===== src/rtl/polar_clip_div_32s_16s_16_seq_if.sv =====
// Handshake bundle for the polar_clip sequential divider.
// The master drives operands and result acceptance; the slave is the divider.
interface polar_clip_div_32s_16s_16_seq_if #(
    parameter int DIVIDEND_WIDTH = 32,
    parameter int DIVISOR_WIDTH  = 16
);
    // Operand side
    logic                             in_valid;
    logic                             in_ready;
    logic signed [DIVIDEND_WIDTH-1:0] dividend;
    logic signed [DIVISOR_WIDTH-1:0]  divisor;

    // Result side
    logic                             out_valid;
    logic                             out_ready;
    logic signed [DIVISOR_WIDTH-1:0]  quotient;
    logic signed [DIVISOR_WIDTH-1:0]  remainder;
    logic                             ovf;
    logic                             dbz;

    modport master (
        output in_valid, dividend, divisor, out_ready,
        input  in_ready, out_valid, quotient, remainder, ovf, dbz
    );

    modport slave (
        input  in_valid, dividend, divisor, out_ready,
        output in_ready, out_valid, quotient, remainder, ovf, dbz
    );
endinterface


===== src/rtl/polar_clip_div_32s_16s_16_seq.sv =====
// Iterative signed divider, 32s / 16s -> saturated 16s quotient + 16s remainder.
// Radix-2 restoring on magnitudes, one quotient bit per enabled clock, signs and
// saturation applied when the last bit is produced. One operation in flight.
module polar_clip_div_32s_16s_16_seq #(
    parameter int DIVIDEND_WIDTH = 32,
    parameter int DIVISOR_WIDTH  = 16
) (
    input  logic                                 clk,
    input  logic                                 reset,
    input  logic                                 ce,
    polar_clip_div_32s_16s_16_seq_if.slave       bus
);
    localparam int DW = DIVIDEND_WIDTH;
    localparam int VW = DIVISOR_WIDTH;
    localparam int CW = $clog2(DW);

    // Saturation bounds of the VW-bit signed quotient, held at DW+1 bits so they
    // compare directly against the widened signed quotient.
    localparam logic signed [DW:0] Q_MAX = (DW+1)'(2 ** (VW - 1) - 1);
    localparam logic signed [DW:0] Q_MIN = (DW+1)'(-(2 ** (VW - 1)));

    typedef enum logic [1:0] {
        IDLE,
        CALC,
        DONE
    } state_t;

    state_t               state;
    logic [CW-1:0]        count;

    // Latched operand information
    logic                 q_sign;     // sign of the true quotient
    logic                 r_sign;     // sign of the dividend, carried to the remainder
    logic                 zero_div;   // divisor was zero
    logic [VW-1:0]        dvs_mag;    // |divisor|, unsigned (32768 fits)

    // dvd_q shifts dividend magnitude bits out of the MSB while quotient bits
    // shift in at the LSB; after DW iterations it holds the quotient magnitude.
    logic [DW-1:0]        dvd_q;
    logic [VW-1:0]        part_rem;

    // Registered result
    logic                 in_ready_r;
    logic                 out_valid_r;
    logic signed [VW-1:0] quotient_r;
    logic signed [VW-1:0] remainder_r;
    logic                 ovf_r;
    logic                 dbz_r;

    // Operand magnitudes; negating the most negative value wraps to the correct
    // unsigned magnitude (2^(W-1)).
    logic [DW-1:0]        dvd_mag;
    logic [VW-1:0]        dvs_mag_in;

    assign dvd_mag    = bus.dividend[DW-1] ? -bus.dividend : bus.dividend;
    assign dvs_mag_in = bus.divisor[VW-1]  ? -bus.divisor  : bus.divisor;

    // One restoring step plus the final sign/saturation stage.
    logic [VW:0]          shifted;
    logic [VW+1:0]        trial;
    logic                 q_bit;
    logic [VW-1:0]        rem_next;
    logic [DW-1:0]        q_mag_next;
    logic signed [DW:0]   q_wide;
    logic signed [VW-1:0] q_final;
    logic signed [VW-1:0] r_final;
    logic                 ovf_final;
    logic                 unused_bits;

    // Combinational iteration step and result formatting
    always_comb begin
        // NOTE: every always_comb output is assigned a default first so no path can infer a latch.
        q_final   = '0;
        r_final   = '0;
        ovf_final = 1'b0;

        // The partial remainder is always below |divisor| <= 2^(VW-1), so the
        // shifted value fits VW+1 bits and the trial needs one extra sign bit.
        shifted    = {part_rem, dvd_q[DW-1]};
        trial      = {1'b0, shifted} - {2'b00, dvs_mag};
        q_bit      = ~trial[VW+1];
        rem_next   = q_bit ? trial[VW-1:0] : shifted[VW-1:0];
        q_mag_next = {dvd_q[DW-2:0], q_bit};

        // Signed quotient at DW+1 bits so 2^(DW-1) is representable either way.
        q_wide = q_sign ? -$signed({1'b0, q_mag_next}) : $signed({1'b0, q_mag_next});

        if (zero_div) begin
            q_final   = r_sign ? {1'b1, {(VW-1){1'b0}}} : {1'b0, {(VW-1){1'b1}}};
            r_final   = '0;
            ovf_final = 1'b0;
        end else if (q_wide > Q_MAX) begin
            q_final   = {1'b0, {(VW-1){1'b1}}};
            r_final   = r_sign ? -rem_next : rem_next;
            ovf_final = 1'b1;
        end else if (q_wide < Q_MIN) begin
            q_final   = {1'b1, {(VW-1){1'b0}}};
            r_final   = r_sign ? -rem_next : rem_next;
            ovf_final = 1'b1;
        end else begin
            q_final   = q_wide[VW-1:0];
            r_final   = r_sign ? -rem_next : rem_next;
            ovf_final = 1'b0;
        end
    end

    // Top bits of the trial and shifted words are never needed once q_bit is known.
    assign unused_bits = ^{trial[VW], shifted[VW]};

    // Control FSM and datapath registers, all frozen while ce is low
    always_ff @(posedge clk or posedge reset) begin
        // NOTE: datapath and result registers are reset as well, because an abort must return every output to its idle value.
        if (reset) begin
            state       <= IDLE;
            count       <= '0;
            q_sign      <= 1'b0;
            r_sign      <= 1'b0;
            zero_div    <= 1'b0;
            dvs_mag     <= '0;
            dvd_q       <= '0;
            part_rem    <= '0;
            in_ready_r  <= 1'b1;
            out_valid_r <= 1'b0;
            quotient_r  <= '0;
            remainder_r <= '0;
            ovf_r       <= 1'b0;
            dbz_r       <= 1'b0;
        end else if (ce) begin
            // NOTE: sequential state uses non-blocking assignments so every register samples pre-edge values.
            case (state)
                IDLE: begin
                    if (bus.in_valid && in_ready_r) begin
                        q_sign     <= bus.dividend[DW-1] ^ bus.divisor[VW-1];
                        r_sign     <= bus.dividend[DW-1];
                        zero_div   <= (bus.divisor == '0);
                        dvs_mag    <= dvs_mag_in;
                        dvd_q      <= dvd_mag;
                        part_rem   <= '0;
                        count      <= '0;
                        in_ready_r <= 1'b0;
                        state      <= CALC;
                    end
                end

                CALC: begin
                    dvd_q    <= q_mag_next;
                    part_rem <= rem_next;
                    count    <= count + 1'b1;
                    if (count == CW'(DW - 1)) begin
                        quotient_r  <= q_final;
                        remainder_r <= r_final;
                        ovf_r       <= ovf_final;
                        dbz_r       <= zero_div;
                        out_valid_r <= 1'b1;
                        state       <= DONE;
                    end
                end

                DONE: begin
                    if (bus.out_ready) begin
                        out_valid_r <= 1'b0;
                        in_ready_r  <= 1'b1;
                        state       <= IDLE;
                    end
                end

                default: begin
                    state       <= IDLE;
                    in_ready_r  <= 1'b1;
                    out_valid_r <= 1'b0;
                end
            endcase
        end
    end

    assign bus.in_ready  = in_ready_r;
    assign bus.out_valid = out_valid_r;
    assign bus.quotient  = quotient_r;
    assign bus.remainder = remainder_r;
    assign bus.ovf       = ovf_r;
    assign bus.dbz       = dbz_r;

endmodule

===== src/flat_wrapper.sv =====
// flat-port wrapper written by rule: the top's interface ports become plain ports
module polar_clip_div_32s_16s_16_seq_flat 
#(
    parameter int DIVIDEND_WIDTH = 32,
    parameter int DIVISOR_WIDTH  = 16
)
  (clk, reset, ce, bus_in_valid, bus_dividend, bus_divisor, bus_out_ready, bus_in_ready, bus_out_valid, bus_quotient, bus_remainder, bus_ovf, bus_dbz);
  polar_clip_div_32s_16s_16_seq_if #(.DIVIDEND_WIDTH(DIVIDEND_WIDTH), .DIVISOR_WIDTH(DIVISOR_WIDTH)) bus_i ();
  input  logic clk;
  input  logic reset;
  input  logic ce;
  input wire logic [$bits(bus_i.in_valid)-1:0] bus_in_valid;
  input wire logic [$bits(bus_i.dividend)-1:0] bus_dividend;
  input wire logic [$bits(bus_i.divisor)-1:0] bus_divisor;
  input wire logic [$bits(bus_i.out_ready)-1:0] bus_out_ready;
  output wire logic [$bits(bus_i.in_ready)-1:0] bus_in_ready;
  output wire logic [$bits(bus_i.out_valid)-1:0] bus_out_valid;
  output wire logic [$bits(bus_i.quotient)-1:0] bus_quotient;
  output wire logic [$bits(bus_i.remainder)-1:0] bus_remainder;
  output wire logic [$bits(bus_i.ovf)-1:0] bus_ovf;
  output wire logic [$bits(bus_i.dbz)-1:0] bus_dbz;
  assign bus_i.in_valid = bus_in_valid;
  assign bus_i.dividend = bus_dividend;
  assign bus_i.divisor = bus_divisor;
  assign bus_i.out_ready = bus_out_ready;
  assign bus_in_ready = bus_i.in_ready;
  assign bus_out_valid = bus_i.out_valid;
  assign bus_quotient = bus_i.quotient;
  assign bus_remainder = bus_i.remainder;
  assign bus_ovf = bus_i.ovf;
  assign bus_dbz = bus_i.dbz;
  polar_clip_div_32s_16s_16_seq #(.DIVIDEND_WIDTH(DIVIDEND_WIDTH), .DIVISOR_WIDTH(DIVISOR_WIDTH)) u_core (.clk(clk), .reset(reset), .ce(ce), .bus(bus_i));
endmodule

===== config.mk =====
export PLATFORM = sky130hd
export DESIGN_NAME = polar_clip_div_32s_16s_16_seq_flat
export DESIGN_NICKNAME = d
export VERILOG_FILES = /design/src/rtl/polar_clip_div_32s_16s_16_seq_if.sv /design/src/rtl/polar_clip_div_32s_16s_16_seq.sv /design/src/flat_wrapper.sv
export SDC_FILE = /design/constraint.sdc
export NUM_CORES = 1
export LEC_CHECK = 0
export ABC_CLOCK_PERIOD_IN_PS = 8900
export BUFFER_PORTS_ARGS = -buffer_cell sky130_fd_sc_hd__buf_4
export CAP_MARGIN = 15
export CELL_PAD_IN_SITES_DETAIL_PLACEMENT = 1
export CELL_PAD_IN_SITES_GLOBAL_PLACEMENT = 2
export CORE_MARGIN = 2
export CORE_UTILIZATION = 39
export DETAILED_ROUTE_END_ITERATION = 6
export HOLD_SLACK_MARGIN = 0.08
export PLACE_DENSITY = 0.92
export SLEW_MARGIN = 20
export SYNTH_ARGS = -nofsm -noshare
export SYNTH_HDL_FRONTEND = slang
export SYNTH_SLANG_ARGS = --single-unit

===== constraint.sdc =====
create_clock -name clk -period 8.9 [get_ports clk]
set_input_delay 0.89 -clock clk [delete_from_list [all_inputs] [get_ports clk]]
set_output_delay 0.89 -clock clk [all_outputs]
set_load 0.03 [all_outputs]

# Yosys cells after proc, flatten, opt, wreduce, memory -nomap -nowiden
# Cells that the tools add are included.
# word_totals
ff_bits	110
out_inout_bits	36
wordCells	71
# classes
add_sub_neg	6
magnitude_cmp	2
n_eq_ne	6
muxes	29
bitwise	4
reduce_logical	10
# op_table
cell	n
$mux 16	9
$mux 32	2
$pmux 32 s2	1
$gt 33x16->1 const B	1
$lt 33x16->1 const B	1
$mux 33	1
$neg 32->33	1
$neg 16->16	2
$neg 32->32	1
$pmux 16 s2	1
$sub 17x16->18	1
$logic_not 16->1	1
$reduce_and 4->1	3
$pmux 5 s2	1
$reduce_and 3->1	3
$mux 1	7
$mux 2	3
$pmux 1 s3	2
$pmux 2 s3	1
$add 5x1->5 const B	1
$eq 5x5->1 const B	1
$mux 5	1
$ne 2x1->1 const B	2
$not 1->1	3
7 further kinds	7

# Logic depth before layout (Yosys ltp)
# Gate-level depths: netlist (run 1).
# depth
word_depth	8
depth_mapped	23

# Least setup slack after synthesis (run 1)
# OpenSTA, ideal clock, no wires.
# synth_timing
path_kind	reg-to-reg
startpoint	register u_core.part_rem[3]
endpoint	register u_core.quotient_r[1], in the netlist u_core.bus.quotient[1]
setup_ns	0.071
t_arrival_ns	5.046
required_time_ns	8.829
path_slack_ns	3.783
path_stages_with_launch	22
n_path_buf	4
cell_sequence	dfrtp_1 > ha_1 > buf_6 > a21o_4 > a31oi_2 > a211oi_2 > or3_1 > buf_6 > inv_2 > clkbuf_8 > clkbuf_1 > ha_1 > nor4b_2 > and4_1 > nand4_1 > mux2_2 > a2111oi_0 > o2111ai_1 > o21bai_2 > nand2_1 > o21ai_0 > nand3b_1
# synth_between
elab_chain_len	8
word_cells_on_any_way	9
classes_between	add/sub (2); order compare (2); mux (4); bitwise (1)
# synth_rtl
item	line_no	source
start: declaration	polar_clip_div_32s_16s_16_seq.sv:40	logic [VW-1:0] part_rem;
start signal: assignment	polar_clip_div_32s_16s_16_seq.sv:147	part_rem <= rem_next;
$sub 17x16->18 (*)	polar_clip_div_32s_16s_16_seq.sv:80	trial = {1'b0, shifted} - {2'b00, dvs_mag};
$not 1->1 (*)	polar_clip_div_32s_16s_16_seq.sv:81	q_bit = ~trial[VW+1];
$neg 32->33	polar_clip_div_32s_16s_16_seq.sv:86	q_wide = q_sign ? -$signed({1'b0, q_mag_next}) : $signed({1'b0, q_mag_next});
$mux 33 (*)	polar_clip_div_32s_16s_16_seq.sv:86	
$lt 33x16->1	polar_clip_div_32s_16s_16_seq.sv:96	end else if (q_wide < Q_MIN) begin
$mux 16	polar_clip_div_32s_16s_16_seq.sv:96	
$mux 16 (*)	polar_clip_div_32s_16s_16_seq.sv:92	end else if (q_wide > Q_MAX) begin
$mux 16 (*)	polar_clip_div_32s_16s_16_seq.sv:88	if (zero_div) begin
end signal: assignment	polar_clip_div_32s_16s_16_seq.sv:150	quotient_r <= q_final;
end: declaration	polar_clip_div_32s_16s_16_seq.sv:45	logic signed [VW-1:0] quotient_r;
# Every way passes the cells marked *; elsewhere a longest branch is shown, timed or not.
# A chain may end at the register's enable or synchronous reset.

# Worst setup path in the final report (run 1)
# Ends and elaborated chain as after synthesis.

==> results of run 1 <==
per-layer routing:
layer / routed length [um] / share of wire, % / vias up
met1: 13000 / 52 / 3736
li1: - / - / 3683
met4: 381 / 1.5 / 0
met2: 10300 / 42 / 192
met3: 1180 / 4.7 / 24
met5: 0 / 0 / -
worst min-delay path, cell delays in order (launching register included):
cell and delay [ns]:
dfrtp_1 0.35, nand2_1 0.05, o21ai_0 0.06
worst max-delay path by stage:
stage                               startpoint                            endpoint  slack, ns  cells after the start
2_1_floorplan   u_core.part_rem[3]$_DFFE_PP0P_  u_core.bus.quotient[1]$_DFFE_PP0P_       3.78                     21
3_3_place_gp   u_core.part_rem[13]$_DFFE_PP0P_  u_core.bus.quotient[2]$_DFFE_PP0P_       3.24                     18
3_5_place_dp    u_core.part_rem[3]$_DFFE_PP0P_  u_core.bus.quotient[1]$_DFFE_PP0P_       2.99                     18
4_1_cts         u_core.part_rem[3]$_DFFE_PP0P_  u_core.bus.quotient[1]$_DFFE_PP0P_       2.99                     18
5_1_grt        u_core.part_rem[13]$_DFFE_PP0P_  u_core.bus.quotient[2]$_DFFE_PP0P_       2.56                     18
6_report        u_core.part_rem[3]$_DFFE_PP0P_  u_core.bus.quotient[1]$_DFFE_PP0P_       2.91                     18
cell families (layout without fill, tap and decap cells):
logic type	count (synthesis)	after routing	synth area share [%]
buf+inv	100	142	5.48
other cells	0	1	0
flops	110	110	33.7
compound gates	271	271	22.0
mux	22	22	2.80
simple gates	369	369	22.9
fa+ha+maj	23	23	3.61
xor+xnor	89	89	9.54
cells in the final DEF (no fill, tap or decap), drive strengths merged, types with 11 or more instances in the layout:
cell type	Yosys	final
a21oi	37	37
nor4	14	14
inv	30	32
nand3	25	25
dfrtp	109	109
nand4	22	22
o31ai	21	21
o22ai	30	30
nand2	134	134
ha	22	22
mux2i	15	15
or4	20	20
nor2	68	68
o21ai	95	95
xnor2	58	58
xor2	31	31
buf	12	95
or3	15	15
nor3	19	19
a22o	11	11
layout make-up:
class,instances,area [um^2],area share (%)
multi-input combinational,774,4980,54.2
sequential,110,2750,30.0
timing repair buffer,95,713,7.76
tap,270,338,3.68
clock buffer,10,239,2.60
inverter,31,119,1.29
clock inverter,6,43.8,0.477
antenna,1,2.50,0.0272
per-stage QoR:
step	instance area (um^2)	hold slack [ns]	total power (W)
2_1_floorplan	8170	0.470	0.00279
3_3_place_gp	8900	0.467	0.00338
3_5_place_dp	8900	0.476	0.00345
4_1_cts	9180	0.494	0.00387
5_1_grt	9180	0.506	0.00421
6_report	9190	0.482	0.00389
flip-flops by register name, summed over array words and instances, names as in the netlist:
register,flops
u_core.dvd_q,32
u_core.bus.quotient,16
u_core.bus.remainder,16
u_core.dvs_mag,16
u_core.part_rem,16
u_core.count,5
u_core.state,2
u_core.bus.dbz,1
u_core.bus.in_ready,1
u_core.bus.out_valid,1
u_core.bus.ovf,1
u_core.q_sign,1
u_core.r_sign,1
u_core.zero_div,1
power breakdown:
| group | internal [W] | leakage, nW | switching (W) | total (W) |
|---|---|---|---|---|
| Combinational | 0.000957 | 2.37 | 0.00150 | 0.00245 |
| Clock | 0.000200 | 0.145 | 0.000202 | 0.000402 |
| Sequential | 0.000716 | 1.40 | 0.000316 | 0.00103 |
==> impl_metrics.csv, run 1 <==
group,metric,value,unit
floorplan,dieArea,0.0221,mm^2
route,wl_per_cell,19.2,um
pwr,total_leakage_power,3.92,nW
worst_setup_path,critPathMaxStageDelay,0.52,ns
global_route,grt_pass1_vias,7402,
global_route,antenna_found_initial,0,
route,first_iter_violations,545,
clock_tree,clock_latency,0.36,ns
yosys,synth_top_area_cell,"dfrtp_1",
worst_setup_path,path_delay_family,"compound AO/OA/AOI/OAI gates",
global_route,use_met3,2.48,%
placement,pre_cts_ws,2.99,ns
sta,fin_skew,0.00583,ns
yosys,syn_avg_cell_area,8.31,um^2
clock_tree,post_cts_buffers,0,
clock_tree,cts_htree_levels,3,
clock_tree,numCtsBuffers,9,
yosys,ys_warn_count,0,
floorplan,design.core.area,0.0204,mm^2
sta,setup_violations,0,
worst_setup_path,critPathCaptureType,"flop",
worst_setup_path,cpMostUsedCell,"ha_1",
worst_setup_path,worstPathCellList,"ha_1, a21o_4, a31oi_2, a211oi_2, or3_1, buf_4, inv_2, ha_1, nor4b_2, and4_1, nand4_1, mux2_2, a2111oi_0, o2111ai_1, o21bai_2, nand2_1, o21ai_0, nand3b_1",
route,drc_errors,0,
sta,setup_tns,0,ns
floorplan,num_io_pins,89,
global_route,overflow,0,
min_path,holdPathEnd,"u_core.bus.remainder[13]$_DFFE_PP0P_",
sta,max_freq,167,MHz
worst_setup_path,cp.arrival,6.27,ns
yosys,postSynthCellCount,984,
global_route,grt_util_all_layers,23.0,%
clock_tree,tritoncts,"built",
global_route,grt-busiest-layer,"met1",
clock_tree,cts_root_buf,"clkbuf_16",
placement,dpl.cell_count,1280,
finish,fillers,2528,
yosys,synthTopCellsByCount,"134 x nand2_1, 109 x dfrtp_1, 92 x o21ai_0",
global_route,grt_use_met2,33.1,%
yosys,yosysTopAreaCellShare,33.4,%
route,routed_via_density,5.89,
placement,buffer_ports.inserted,88,
pwr,vdd_drop_max,0.162,mV
floorplan,start_util,40.0,%
finish,drive_gt1_share,14.6,%
floorplan,die_width,149,um
sta,setup_ws,2.91,ns
sta,tightest_slew,1.08,ns
clock_tree,holdBufCountCts,0,
yosys,synth-edff-count,0,
placement,gp_congestion,0.914,
yosys,ys_seq_elements,110,
worst_setup_path,reg2regPathDepth,18,
worst_setup_path,cp_max_fo,24,
worst_setup_path,cp.required,9.18,ns
route,drt-total-wl,24.9,mm
yosys,synth-seq-area-share,33.7,%
global_route,met1_usage,36.5,%
global_route,grt_max_degree,82,
yosys,synth.most_common_cell,"nand2_1",
run,max_cap_viol_count,0,
sta,rsz0062_at_grt,"no",
finish,fin_nets,1097,
clock_tree,cts_max_path_buffers,2,
sta,slew_headroom,28.1,%
min_path,holdPathStages,2,
yosys,async_flop_share,100,%
worst_setup_path,critical_path_buf_inv_count,2,
placement,hpwl,18.7,mm
clock_tree,post_cts_resized,0,
worst_setup_path,timing.rr.start,"u_core.part_rem[3]$_DFFE_PP0P_",
route,vias,7635,
yosys,synth_nets,1060,
finish,syn_to_final_growth,12.4,%
global_route,grt_pass1_wl,40.9,mm
sta,fin_crit,5.99,ns
floorplan,die_h,149,um
sta,timing.final.crit_share,67.3,%
pwr,powerDensity,423,mW/mm^2
route,drtAntennaViolNets,0,
yosys,synthTopCellsByArea,"dfrtp_1 33%, xnor2_1 6.2%, nand2_1 6.2%",
worst_setup_path,ff2ff_setup_slack,2.91,ns
sta,hold_violations,0,
yosys,yosysUniqueCellTypes,86,
worst_setup_path,timing.rr.end,"u_core.bus.quotient[1]$_DFFE_PP0P_",
floorplan,rows,52,
sta,report.final.slew_viol_count,0,
yosys,syn_area,0.00817,mm^2
finish,fin_util,45.0,%
clock_tree,clkSinkCount,110,
yosys,synth_ff_type,"dfrtp_1",
run_status,status,"finished clean",
min_path,hp-start,"u_core.bus.remainder[13]$_DFFE_PP0P_",
clock_tree,clk_pin_slew,0.08,ns
finish,finalNonFillerCells,1297,
worst_setup_path,critPathLaunchType,"flop",
min_path,hp-class,"reg -> reg",
worst_setup_path,critPathSlowestCell,"nor4b_2",
worst_setup_path,critical_path_class,"reg -> reg",
route,drtPass1Iterations,5,
(Power assumes the default switching activity.)
==> run 2, diff against run 1 <==
--- a/config.mk
+++ b/config.mk
@@ -5,16 +5,16 @@
 export SDC_FILE = /design/constraint.sdc
 export NUM_CORES = 1
 export LEC_CHECK = 0
-export ABC_CLOCK_PERIOD_IN_PS = 8900
+export ABC_CLOCK_PERIOD_IN_PS = 5270
 export BUFFER_PORTS_ARGS = -buffer_cell sky130_fd_sc_hd__buf_4
 export CAP_MARGIN = 15
 export CELL_PAD_IN_SITES_DETAIL_PLACEMENT = 1
 export CELL_PAD_IN_SITES_GLOBAL_PLACEMENT = 2
 export CORE_MARGIN = 2
-export CORE_UTILIZATION = 39
+export CORE_UTILIZATION = 33
 export DETAILED_ROUTE_END_ITERATION = 6
 export HOLD_SLACK_MARGIN = 0.08
-export PLACE_DENSITY = 0.92
+export PLACE_DENSITY = 0.83
 export SLEW_MARGIN = 20
 export SYNTH_ARGS = -nofsm -noshare
 export SYNTH_HDL_FRONTEND = slang
==> constraint.sdc (replaced) <==
create_clock -name clk -period 5.27 [get_ports clk]
set_input_delay 0.527 -clock clk [delete_from_list [all_inputs] [get_ports clk]]
set_output_delay 0.527 -clock clk [all_outputs]
set_load 0.03 [all_outputs]
==> run 2 against run 1 <==
Routed wire length grew 3.7%. Register-to-register slack worse by 2.6 ns. Clock skew is 0.0055 ns higher. Die area grew 18%. Clock power rose by 98%. Critical path depth is 1 lower. Total power increased by 74%. Hold slack got worse by 0.13 ns. Largest cell class unchanged. Non-clock buffer count increased by 7. Clock-buffer cell count up 1. Flip-flop and latch count unchanged.
==> impl_metrics.csv, run 2 (synthesis results as in run 1) <==
group,metric,value,unit
run_status,status,"finished clean",
route,routed_via_density,5.64,
route,drc_errors,0,
global_route,grt_max_degree,83,
worst_setup_path,cpMostUsedCell,"ha_1",
route,drtAntennaViolNets,0,
route,drt-total-wl,25.8,mm
global_route,grt_util_all_layers,20.0,%
placement,pre_cts_ws,-0.0657,ns
worst_setup_path,reg2regPathDepth,17,
floorplan,rows,57,
placement,buffer_ports.inserted,88,
pwr,seqPwrFrac,26.1,%
route,vias,7656,
finish,fin_util,38.6,%
finish,regMostFlops,"u_core.dvd_q",
clock_tree,clock_latency,0.37,ns
finish,drive_gt1_share,15.4,%
run,max_cap_viol_count,0,
pwr,vdd_drop_max,0.197,mV
clock_tree,cts_htree_levels,3,
finish,multi_input_area,0.00501,mm^2
finish,final_common_cell,"nand2_1",
clock_tree,clkSinkCount,110,
finish,fin_nets,1104,
worst_setup_path,cp.arrival,5.22,ns
sta,timing.final.crit_share,93.6,%
floorplan,die_h,161,um
clock_tree,cts_root_buf,"clkbuf_16",
clock_tree,tritoncts,"built",
placement,dpl.cell_count,1339,
global_route,grt_pass1_vias,7513,
sta,fin_skew,0.0114,ns
route,wl_per_cell,19.0,um
sta,fin_crit,4.93,ns
floorplan,start_util,33.6,%
pwr,power.share.combinational,62.2,%
worst_setup_path,ff2ff_setup_slack,0.34,ns
min_path,hp-class,"in -> async",
placement,hpwl,19.3,mm
global_route,antenna_found_initial,0,
clock_tree,cts_max_path_buffers,2,
floorplan,dieArea,0.0260,mm^2
finish,final_cell_mix,"133 x nand2_1, 109 x dfrtp_1, 102 x buf_4",
pwr,p_sw,0.00343,W
sta,slew_headroom,28.4,%
sta,whs,0.351,ns
finish,largest_reg_flops,32,
worst_setup_path,cp.required,5.55,ns
floorplan,die_width,161,um
worst_setup_path,critical_path_class,"reg -> reg",
sta,report.final.slew_viol_count,0,
finish,syn_to_final_growth,15.0,%
sta,hold_violations,0,
pwr,p_sw_share,50.8,%
pwr,powerDensity,720,mW/mm^2
sta,setup_ws,0.335,ns
worst_setup_path,critPathSlowestCell,"a2111oi_1",
finish,n_antenna_cell,0,
route,drtPass1Iterations,5,
clock_tree,clk_pin_slew,0.08,ns
finish,finalNonFillerCells,1357,
worst_setup_path,cp_max_fo,8,
sta,max_freq,203,MHz
pwr,total_leakage_power,3.98,nW
floorplan,design.core.area,0.0243,mm^2
placement,gp_congestion,0.852,
worst_setup_path,worstPathCellList,"ha_1, a21o_4, a31oi_2, a211oi_2, or3_1, inv_2, ha_1, nor4b_4, and4_1, nand4_1, mux2_2, a2111oi_1, o2111ai_1, o21bai_4, nand2_2, o21ai_0, nand3b_1",
clock_tree,numCtsBuffers,9,
pwr,p_total,0.00677,W
finish,seqCellArea,0.00275,mm^2
pwr,pwr-share-clk,11.7,%
finish,fillers,2926,
floorplan,num_io_pins,89,
pwr,p_int,0.00333,W
worst_setup_path,critPathMaxStageDelay,0.45,ns
global_route,overflow,0,
worst_setup_path,critPathLaunchType,"flop",
sta,setup_violations,0,
worst_setup_path,critPathCaptureType,"flop",
sta,tightest_slew,1.07,ns
global_route,grt_pass1_wl,41.8,mm
route,first_iter_violations,510,
[run 2: cell types whose count changed in the layout (fill, tap and decap cells not counted), moves of 2 or more]
| cell | change |
|---|---|
| a2111oi_1 | +2 |
| a2111oi_0 | -2 |
| buf_4 | +7 |
| bufinv_16 | +2 |
| clkinv_2 | -2 |
[run 2: final cells by class]
type | instances | area share, %
well taps | 324 | 4.31
inverters | 31 | 1.26
multi-input cells | 774 | 53.3
clock inverters | 5 | 0.932
flip-flops and latches | 110 | 29.3
clock buffers | 11 | 2.69
repair buffers | 102 | 8.15
[run 2: power by group through the flow]
stage / sequential [W] / combinational [W] / clock [W]
floorplan: 0.00166 / 0.00305 / 0
global placement: 0.00174 / 0.00407 / 0
detailed placement: 0.00176 / 0.00415 / 0
CTS: 0.00175 / 0.00418 / 0.000812
global route: 0.00182 / 0.00467 / 0.000844
finish: 0.00176 / 0.00421 / 0.000794
[run 2: path summary, 6_finish.rpt]
path                                                           from                                   to
worst max-delay path                 u_core.part_rem[3]$_DFFE_PP0P_   u_core.bus.quotient[1]$_DFFE_PP0P_
worst min-delay path                                          reset  u_core.bus.quotient[14]$_DFFE_PP0P_
worst max register to register       u_core.part_rem[3]$_DFFE_PP0P_   u_core.bus.quotient[1]$_DFFE_PP0P_
worst min register to register  u_core.bus.remainder[6]$_DFFE_PP0P_  u_core.bus.remainder[6]$_DFFE_PP0P_
max in group asynchronous                                     reset       u_core.part_rem[7]$_DFFE_PP0P_
min in group clk                                     bus_divisor[0]        u_core.dvs_mag[0]$_DFFE_PP0P_
[run 2: worst max-delay path, delay by kind of cell, from the launching register on]
kind	cells	cell delay [ns]
AO/OA/AOI/OAI	7	1.83
adder cells (fa/ha/maj)	2	0.65
buffers and inverters	1	0.07
flip-flops	1	0.44
multiplexers	1	0.33
AND/OR/NAND/NOR	6	1.50
[run 2: repair_timing]
action                                  CTS  global route
setup buffers                             0             2
gates cloned                              0             0
hold buffers                              0             0
resized for setup                         2             6
endpoints found under the setup margin    7            15
pin swaps                                 0             4
[run 2: stage by stage]
step / area (um^2) / TNS, ns
5_1_grt: 9400 / -0.00539
3_3_place_gp: 9010 / 0
2_1_floorplan: 8170 / 0
3_5_place_dp: 9010 / -0.152
6_report: 9400 / 0
4_1_cts: 9360 / 0
[run 2: routing by layer]
layer / vias up / global-route usage (%) / wire length (um)
met1: 3766 / 31.0 / 13700
met3: 20 / 2.31 / 1100
met2: 175 / 29.0 / 10600
li1: 3695 / - / -
met4: 0 / 5.40 / 374
met5: - / 0 / 0
==> run 3, diff against run 2 <==
--- a/config.mk
+++ b/config.mk
@@ -10,11 +10,12 @@
 export CAP_MARGIN = 15
 export CELL_PAD_IN_SITES_DETAIL_PLACEMENT = 1
 export CELL_PAD_IN_SITES_GLOBAL_PLACEMENT = 2
-export CORE_MARGIN = 2
 export CORE_UTILIZATION = 33
+export CTS_CLUSTER_DIAMETER = 60
 export DETAILED_ROUTE_END_ITERATION = 6
 export HOLD_SLACK_MARGIN = 0.08
 export PLACE_DENSITY = 0.83
+export RECOVER_POWER = 100
 export SLEW_MARGIN = 20
 export SYNTH_ARGS = -nofsm -noshare
 export SYNTH_HDL_FRONTEND = slang
==> run 3 against run 2 <==
Hold slack gained 0.065 ns. Largest cell class unchanged. Flip-flop and latch count did not move. Core utilization decreased by 0.74 points. The run now ends with max-capacitance violations, max-slew violations left. Combinational power fell by 1%.
==> impl_metrics.csv, run 3 (synthesis results as in run 1) <==
group,metric,value,unit
worst_setup_path,critPathCaptureType,"flop",
clock_tree,cts_htree_levels,3,
worst_setup_path,critPathMaxStageDelay,0.43,ns
finish,syn_to_final_growth,12.8,%
clock_tree,clk_pin_slew,0.08,ns
clock_tree,holdBufCountCts,0,
route,vias,7633,
finish,n_antenna_cell,0,
finish,fin_nets,1108,
finish,drive_gt1_share,11.7,%
floorplan,start_util,33.6,%
clock_tree,clkSinkCount,110,
global_route,grt_max_degree,83,
min_path,holdPathEnd,"u_core.state[0]$_DFFE_PP0P_",
worst_setup_path,timing.rr.start,"u_core.part_rem[3]$_DFFE_PP0P_",
sta,rsz0062_at_grt,"no",
worst_setup_path,timing.rr.end,"u_core.bus.quotient[2]$_DFFE_PP0P_",
min_path,hp-class,"in -> reg",
clock_tree,clock_latency,0.36,ns
global_route,grt_pass1_vias,7562,
finish,fillers,2942,
global_route,grt_use_met2,30.3,%
clock_tree,cts_root_buf,"clkbuf_16",
worst_setup_path,cp_max_fo,8,
global_route,grt-busiest-layer,"met1",
route,first_iter_violations,348,
global_route,grt_util_all_layers,20.4,%
floorplan,die_h,159,um
sta,tightest_slew,3.38,ns
sta,fin_skew,0.0167,ns
sta,report.final.slew_viol_count,196,
clock_tree,tritoncts,"built",
pwr,p_total,0.00658,W
sta,fin_crit,4.88,ns
worst_setup_path,reg2regPathDepth,17,
sta,slew_headroom,-125,%
worst_setup_path,cp.required,5.54,ns
placement,gp_congestion,0.891,
pwr,total_leakage_power,3.81,nW
global_route,antenna_found_initial,0,
global_route,met1_usage,31.0,%
placement,buffer_ports.inserted,88,
min_path,holdPathStages,2,
sta,setup_tns,0,ns
route,drt-total-wl,25.5,mm
route,wl_per_cell,18.8,um
worst_setup_path,critPathSlowestCell,"dfrtp_1",
finish,largest_reg_flops,32,
run_status,status,"finished with violations",
worst_setup_path,critPathLaunchType,"flop",
sta,setup_violations,0,
sta,timing.final.crit_share,92.5,%
clock_tree,numCtsBuffers,9,
run_status,violations,"max-capacitance violations, max-slew violations",
worst_setup_path,cpMostUsedCell,"ha_1",
global_route,overflow,0,
floorplan,num_io_pins,89,
floorplan,die_width,159,um
worst_setup_path,critical_path_class,"reg -> reg",
sta,hold_violations,0,
placement,hpwl,19.3,mm
finish,final_common_cell,"nand2_1",
sta,max_freq,205,MHz
min_path,hp-start,"ce",
global_route,grt_pass1_wl,41.6,mm
route,drtPass1Iterations,5,
run,max_cap_viol_count,3,
floorplan,dieArea,0.0254,mm^2
global_route,use_met3,2.19,%
route,drtAntennaViolNets,0,
route,drc_errors,0,
worst_setup_path,worstPathCellList,"ha_1, a21o_4, a31oi_2, a211oi_2, or3_1, inv_1, ha_1, nor4b_4, and4_1, nand4_1, mux2_2, a2111oi_1, o2111ai_1, o21bai_4, nand2_1, o21ai_0, nand3b_1",
pwr,powerDensity,714,mW/mm^2
worst_setup_path,ff2ff_setup_slack,0.39,ns
pwr,vdd_drop_max,0.329,mV
route,routed_via_density,5.61,
sta,whs,0.416,ns
finish,regMostFlops,"u_core.dvd_q",
clock_tree,cts_max_path_buffers,2,
worst_setup_path,cp.arrival,5.14,ns
floorplan,design.core.area,0.0243,mm^2
finish,final_cell_mix,"134 x nand2_1, 109 x dfrtp_1, 93 x o21ai_0",
floorplan,rows,57,
run 3: where the power goes:
| part | total (W) | internal [W] | leakage, nW | switching, W |
|---|---|---|---|---|
| combinational | 0.00416 | 0.00160 | 2.27 | 0.00255 |
| clock | 0.000682 | 0.000343 | 0.137 | 0.000339 |
| sequential | 0.00174 | 0.00121 | 1.40 | 0.000531 |
run 3: cell type report:
cell class,instances,area (um^2),share of cell area (%)
clock buffers,12,246,2.67
clock inverters,4,38.8,0.421
inverters,31,118,1.28
multi-input cells,774,5010,54.4
flip-flops and latches,110,2750,29.9
well taps,324,405,4.40
repair buffers,106,642,6.96
run 3: metal layers:
metal / up-vias / part of all wire [%]
met5: - / 0
met4: 0 / 1.2
met3: 16 / 4.3
met2: 165 / 42
met1: 3756 / 52
li1: 3696 / -
run 3: what timing repair did:
item	in CTS	in global routing
endpoints found under the setup margin	0	16
setup buffers	0	2
resized for setup	0	9
run 3: how the worst max path moves through the flow:
stage	to	cells after the start	startpoint
CTS	u_core.bus.quotient[14]$_DFFE_PP0P_	17	u_core.part_rem[3]$_DFFE_PP0P_
global placement	u_core.bus.quotient[13]$_DFFE_PP0P_	17	u_core.part_rem[3]$_DFFE_PP0P_
global route	u_core.bus.quotient[2]$_DFFE_PP0P_	17	u_core.part_rem[3]$_DFFE_PP0P_
finish	u_core.bus.quotient[2]$_DFFE_PP0P_	17	u_core.part_rem[3]$_DFFE_PP0P_
floorplan	u_core.bus.quotient[1]$_DFFE_PP0P_	21	u_core.part_rem[3]$_DFFE_PP0P_
detailed placement	u_core.bus.quotient[14]$_DFFE_PP0P_	17	u_core.part_rem[3]$_DFFE_PP0P_
run 3: per-stage QoR:
stage	util, %	instance area, um^2	std cells	worst slack, ns
3_5_place_dp	37.2	9040	1343	0.0814
4_1_cts	38.3	9320	1359	0.0534
5_1_grt	37.9	9220	1361	0.0125
6_report	37.9	9220	1361	0.393
2_1_floorplan	-	8170	984	0.153
3_3_place_gp	37.2	9040	1343	0.182
run 3: worst max-delay path: cells and delay by family (launching register included):
kind / cells / cell delay (ns)
AO/OA/AOI/OAI: 7 / 1.77
AND/OR/NAND/NOR: 6 / 1.51
adder cells (fa/ha/maj): 2 / 0.66
flip-flops: 1 / 0.43
multiplexers: 1 / 0.32
buffers and inverters: 1 / 0.09
